--- config.mk ---
export PLATFORM = sky130hd
export DESIGN_NAME = tick_step_gen_flat
export DESIGN_NICKNAME = d
export VERILOG_FILES = /design/src/rtl/tick_step_pkg.sv /design/src/rtl/tick_step_gen_if.sv /design/src/rtl/key_debounce.sv /design/src/rtl/tick_step_gen.sv /design/src/flat_wrapper.sv
export SDC_FILE = /design/constraint.sdc
export NUM_CORES = 1
export LEC_CHECK = 0
export BUFFER_PORTS_ARGS = -buffer_cell sky130_fd_sc_hd__buf_2
export CORE_MARGIN = 1
export CORE_UTILIZATION = 50
export CTS_CLUSTER_DIAMETER = 150
export DETAILED_ROUTE_END_ITERATION = 7
export GPL_ROUTABILITY_DRIVEN = 0
export PLACE_DENSITY = 0.77
export SYNTH_ARGS = -nofsm -noshare
export SYNTH_HDL_FRONTEND = slang
export SYNTH_SLANG_ARGS = --single-unit
--- constraint.sdc ---
create_clock -name clk -period 3.3 [get_ports clk]
set_clock_uncertainty 0.2 [all_clocks]
set_input_delay 0.66 -clock clk [delete_from_list [all_inputs] [get_ports clk]]
set_output_delay 0.66 -clock clk [all_outputs]
set_load 0.005 [all_outputs]
--- src/rtl/tick_step_pkg.sv ---
// Shared types and defaults for the tick/step enable generator.
// Imported by the key debouncer, the bus interface and the top level.
package tick_step_pkg;

    localparam int CLK_HZ           = 50000000;
    localparam int DEFAULT_DIV      = 50000000;
    localparam int DEFAULT_DEBOUNCE = 1000000;

    typedef enum logic [1:0] {
        IDLE,
        PRESS_WAIT,
        HELD,
        RELEASE_WAIT
    } db_state_t;

endpackage

--- src/rtl/tick_step_gen_if.sv ---
// Signal bundle between the board controls and the tick/step generator.
// key_state is a debug view of the debounce FSM.
interface tick_step_gen_if;
    import tick_step_pkg::*;

    logic      run;
    logic      step_key;
    logic      tick;
    logic      key_level;
    logic      running;
    db_state_t key_state;

    modport master (
        output run,
        output step_key,
        input  tick,
        input  key_level,
        input  running,
        input  key_state
    );

    modport slave (
        input  run,
        input  step_key,
        output tick,
        output key_level,
        output running,
        output key_state
    );

endinterface

--- src/rtl/key_debounce.sv ---
// Synchronises the raw push-button and debounces it into a clean level
// plus a one-cycle step request on each qualified press.
module key_debounce
    import tick_step_pkg::*;
#(
    parameter int DEBOUNCE_CYCLES = DEFAULT_DEBOUNCE,
    parameter bit KEY_ACTIVE_LOW  = 1'b1
) (
    input  logic      clk,
    input  logic      reset,
    input  logic      step_key,
    output logic      key_level,
    output logic      step_req,
    output db_state_t state
);

    localparam int            CW       = $clog2(DEBOUNCE_CYCLES);
    localparam logic [CW-1:0] CNT_LAST = CW'(DEBOUNCE_CYCLES - 1);

    logic          sync_1;
    logic          sync_2;
    logic          pressed;
    db_state_t     state_q;
    db_state_t     state_d;
    logic [CW-1:0] cnt_q;
    logic [CW-1:0] cnt_d;
    logic          level_q;
    logic          level_d;

    // Reset loads the released level so no phantom press appears after reset.
    always_ff @(posedge clk) begin
        if (reset) begin
            sync_1 <= KEY_ACTIVE_LOW;
            sync_2 <= KEY_ACTIVE_LOW;
        end else begin
            sync_1 <= step_key;
            sync_2 <= sync_1;
        end
    end

    assign pressed = sync_2 ^ KEY_ACTIVE_LOW;

    always_ff @(posedge clk) begin
        if (reset) begin
            state_q <= IDLE;
            cnt_q   <= '0;
            level_q <= 1'b0;
        end else begin
            state_q <= state_d;
            cnt_q   <= cnt_d;
            level_q <= level_d;
        end
    end

    // step_req is decoded on the qualifying transition so it lasts exactly one cycle.
    always_comb begin
        state_d  = state_q;
        cnt_d    = cnt_q;
        level_d  = level_q;
        step_req = 1'b0;
        case (state_q)
            IDLE: begin
                if (pressed) begin
                    state_d = PRESS_WAIT;
                    cnt_d   = '0;
                end
            end
            PRESS_WAIT: begin
                if (!pressed) begin
                    state_d = IDLE;
                end else if (cnt_q == CNT_LAST) begin
                    state_d  = HELD;
                    level_d  = 1'b1;
                    step_req = 1'b1;
                end else begin
                    cnt_d = cnt_q + 1'b1;
                end
            end
            HELD: begin
                if (!pressed) begin
                    state_d = RELEASE_WAIT;
                    cnt_d   = '0;
                end
            end
            RELEASE_WAIT: begin
                if (pressed) begin
                    state_d = HELD;
                end else if (cnt_q == CNT_LAST) begin
                    state_d = IDLE;
                    level_d = 1'b0;
                end else begin
                    cnt_d = cnt_q + 1'b1;
                end
            end
            default: state_d = IDLE;
        endcase
    end

    assign key_level = level_q;
    assign state     = state_q;

endmodule

--- src/rtl/tick_step_gen.sv ---
// Counter enable source: free-running prescaled ticks while run is set,
// otherwise one tick per debounced press of the step key.
module tick_step_gen
    import tick_step_pkg::*;
#(
    parameter int DIV             = DEFAULT_DIV,
    parameter int DEBOUNCE_CYCLES = DEFAULT_DEBOUNCE,
    parameter bit KEY_ACTIVE_LOW  = 1'b1
) (
    input logic            clk,
    input logic            reset,
    tick_step_gen_if.slave bus
);

    localparam int            PW       = $clog2(DIV);
    localparam logic [PW-1:0] PRE_LAST = PW'(DIV - 1);

    logic          running_q;
    logic [PW-1:0] pre_cnt_q;
    logic          tick_q;
    logic          auto_tick;
    logic          step_req;
    logic          key_level;
    db_state_t     key_state;

    key_debounce #(
        .DEBOUNCE_CYCLES(DEBOUNCE_CYCLES),
        .KEY_ACTIVE_LOW (KEY_ACTIVE_LOW)
    ) u_key_debounce (
        .clk      (clk),
        .reset    (reset),
        .step_key (bus.step_key),
        .key_level(key_level),
        .step_req (step_req),
        .state    (key_state)
    );

    assign auto_tick = running_q && (pre_cnt_q == PRE_LAST);

    // Holding the prescaler at zero while paused gives a full period after resume.
    always_ff @(posedge clk) begin
        if (reset) begin
            running_q <= 1'b0;
            pre_cnt_q <= '0;
            tick_q    <= 1'b0;
        end else begin
            running_q <= bus.run;
            if (!running_q || pre_cnt_q == PRE_LAST) begin
                pre_cnt_q <= '0;
            end else begin
                pre_cnt_q <= pre_cnt_q + 1'b1;
            end
            tick_q <= auto_tick | (step_req & ~running_q);
        end
    end

    assign bus.tick      = tick_q;
    assign bus.key_level = key_level;
    assign bus.running   = running_q;
    assign bus.key_state = key_state;

endmodule

--- src/flat_wrapper.sv ---
// flat-port wrapper written by rule: the top's interface ports become plain ports
module tick_step_gen_flat import tick_step_pkg::*;
#(
    parameter int DIV             = DEFAULT_DIV,
    parameter int DEBOUNCE_CYCLES = DEFAULT_DEBOUNCE,
    parameter bit KEY_ACTIVE_LOW  = 1'b1
)
  (clk, reset, bus_run, bus_step_key, bus_tick, bus_key_level, bus_running, bus_key_state);
  tick_step_gen_if bus_i ();
  input logic clk;
  input logic reset;
  input wire logic [$bits(bus_i.run)-1:0] bus_run;
  input wire logic [$bits(bus_i.step_key)-1:0] bus_step_key;
  output wire logic [$bits(bus_i.tick)-1:0] bus_tick;
  output wire logic [$bits(bus_i.key_level)-1:0] bus_key_level;
  output wire logic [$bits(bus_i.running)-1:0] bus_running;
  output wire logic [$bits(bus_i.key_state)-1:0] bus_key_state;
  assign bus_i.run = bus_run;
  assign bus_i.step_key = bus_step_key;
  assign bus_tick = bus_i.tick;
  assign bus_key_level = bus_i.key_level;
  assign bus_running = bus_i.running;
  assign bus_key_state = bus_i.key_state;
  tick_step_gen #(.DIV(DIV), .DEBOUNCE_CYCLES(DEBOUNCE_CYCLES), .KEY_ACTIVE_LOW(KEY_ACTIVE_LOW)) u_core (.clk(clk), .reset(reset), .bus(bus_i));
endmodule
==> key figures <==
Routing
  – Vias per cell: 5.45
  – Avg WL per Cell: 13.0 um
  – Antenna Nets Post-Route: 0
  – DR vias: 1995
  – DR pass1 iterations: 4
  – Initial DRC Count: 101
  – DRC viols: 0
  – Detailed Route WL: 4770 um

Finish
  – Fillers: 444
  – Final non-filler cell total: 366
  – Ratio of cells with drive above 1 in the final layout: 0.0970
  – Fin nets: 305
  – Area Overhead vs Synth: 5.93%
  – Multi-input logic area: 1370 sq um
  – N_diodes: 0
  – FF/Latch Area: 1060 sq um

Setup path
  – Crit end category: flop
  – Crit Path Class: reg -> reg
  – Worst path most repeated cell: or4_4
  – Data required time at the worst endpoint: 3340 ps
  – CP Launch Type: flop
  – Max stage delay on crit path: 570 ps
  – R2R setup slack: 730 ps
  – Crit-path cells: or4_4, or4_4, o21ai_4, o21bai_1, nor2_1
  – Critical Path AT: 2620 ps
  – Top Family by Delay on Critical Path: simple AND/OR/NAND/NOR gates
  – Critical Path Fanout Max: 12
  – Crit path buffers/inverters: 0
  – CP max stage cell: or4_4

Synthesis
  – #FFs+latches synth: 53
  – Synth unique cells: 45
  – Post-synth ARST share: 0
  – Cell with the most instances after synthesis: dfxtp_1
  – Synthesized area per cell: 8.55 sq um
  – Ys Warns: 0
  – Synth Cell Area: 2530 sq um
  – Syn_nets: 302
  – Post-synth top cells: dfxtp_1, nor2_1, nand3_1
  – Post-synth top flop: dfxtp_1
  – EDFF count, synth: 0
  – Dominant cells by area after synthesis: dfxtp_1, nor2_1, xnor2_1, nand3_1, xor2_1
  – Syn Inst Count: 296
  – Area leader, netlist: dfxtp_1
  – Seq/Total Area, Yosys: 0.419
  – Share of the synthesized area in the top cell type: 0.419

Global routing
  – Largest net degree at the start of global routing: 27
  – First-pass GRT wire length: 8200 um
  – Initial antenna violation count: 0
  – Overflow after GRT: 0
  – Tot GR Track Use: 0.199
  – Via count of the first global-routing pass: 1873

Floorplanning
  – Core area: 4790 sq um
  – Die X: 73.2 um
  – I/O pin total: 9
  – Die Ht: 73.2 um
  – Core Rows: 25
  – Die area: 5350 sq um
  – Initial Util: 0.529

Clock tree
  – Setup Fix Bufs, Post-CTS: 0
  – Post-cts sizing count: 0
  – H-tree levels: 2
  – Clock Pin Slew Worst Setup and Hold Paths: 90 ps
  – Clock Latency Late Sink: 310 ps
  – Clock tree buffer depth: 2
  – Clk sinks: 53
  – CTS Buf Count: 5
  – Post-CTS Hold Fix Bufs: 0
  – CTS tree: yes
  – Root Driver: clkbuf_8

Power and ir drop
  – Power Density: 386 nW/um^2
  – Worst VDD drop: 0.242 mV
  – Pleak: 0.827 nW

Placement
  – Placed cells: 359
  – IO buf count: 8
  – DP Wirelength: 3380 um
  – Dpl ws: 755 ps

Timing
  – Final setup margin: 728 ps
  – Achievable frequency: 389 MHz
  – RSZ-0062 raised after global routing: no
  – Slew at the pin closest to its max-slew limit: 840 ps
  – Final Hold Slack: 216 ps
  – Tcrit/Tclk final: 0.779
  – Relative slew slack: 0.436
  – Slew Viols, Final: 0
  – Period minus WS final: 2570 ps
  – Setup Viol. Count Final: 0
  – Setup TNS: 0 ps
  – Fin. Hold Viols: 0

Job
  – Max Cap Viol: 0

Outcome
  – Run status: finished, final reports clean

Min path
  – Path type of the worst min-delay path: reg -> reg
## stage by stage
stage               power (mW)  cell area [sq um]   util
floorplan                0.682               2530      -
global placement         0.689               2590  0.542
detailed placement       0.690               2590  0.542
CTS                       1.05               2680  0.560
global route              1.08               2680  0.560
finish                    1.04               2680  0.560
## logic make-up (layout without fill, tap and decap cells)
family                   after synthesis  count (layout)  share of synthesized area
AO/OA/AOI/OAI                         33              33                     0.0915
adder cells (fa/ha/maj)                2               2                    0.00988
XOR/XNOR                              31              31                      0.107
AND/OR/NAND/NOR                      153             153                      0.321
flip-flops                            53              53                      0.419
buffers and inverters                 22              25                     0.0415
multiplexers                           2               2                    0.00988
## worst register-to-register path: cells and delay by family, from the launching register on
kind | cells | cell delay, ps
AO/OA/AOI/OAI | 2 | 610
flip-flops | 1 | 400
AND/OR/NAND/NOR | 3 | 1300
## area by class of cell
cell class | instances | share of cell area
multi-input cells | 221 | 0.509
well taps | 67 | 0.0313
clock buffers | 7 | 0.0322
repair buffers | 10 | 0.0205
inverters | 8 | 0.0112
flip-flops and latches | 53 | 0.396
## registers in the layout, indices dropped and copies added (netlist names), named ones only
register,cells
u_core.bus.running,1
u_core.bus.tick,1
u_core.pre_cnt_q,26
u_core.u_key_debounce.cnt_q,20
u_core.u_key_debounce.key_level,1
u_core.u_key_debounce.state,1
u_core.u_key_debounce.sync_1,1
u_core.u_key_debounce.sync_2,1
## cell usage in the layout (no fill, tap or decap), types with 3 or more instances in the layout
cell / count
o21ai_1: 4
xor2_1: 13
buf_2: 8
nor4_1: 11
nand4_1: 10
or3_1: 3
nand2_1: 16
nor3_1: 8
a21oi_1: 11
o21ai_0: 3
nor2_1: 46
dfxtp_1: 53
or2_2: 4
clkbuf_8: 6
xnor2_1: 18
inv_1: 8
and3_1: 5
and4_1: 6
nand3_1: 24
or4_1: 4
## per-layer routing
metal | share of wire | vias to the layer above | track usage
met1 | 0.48 | 908 | 0.239
met5 | 0 | - | 0
met3 | 0.028 | 7 | 0.0511
li1 | - | 1060 | -
met2 | 0.48 | 20 | 0.338
met4 | 0.012 | 0 | 0.0763
## report_power, final
| group | internal, mW | switching (mW) | total [mW] | leakage, nW |
|---|---|---|---|---|
| registers | 0.643 | 0.00321 | 0.646 | 0.428 |
| clock network | 0.167 | 0.195 | 0.362 | 0.0443 |
| logic | 0.00940 | 0.0190 | 0.0284 | 0.355 |
| total | 0.819 | 0.217 | 1.04 | 0.827 |
## final timing paths
kind,startpoint,endpoint,depth (start not counted)
worst min register to register,u_core.u_key_debounce.sync_1,u_core.u_key_debounce.sync_2,1
worst max-delay path,u_core.u_key_debounce.cnt_q[7],u_core.u_key_debounce.cnt_q[12],5
worst min-delay path,u_core.u_key_debounce.sync_1,u_core.u_key_debounce.sync_2,1
worst max register to register,u_core.u_key_debounce.cnt_q[7],u_core.u_key_debounce.cnt_q[12],5
(Power assumes the default switching activity.)
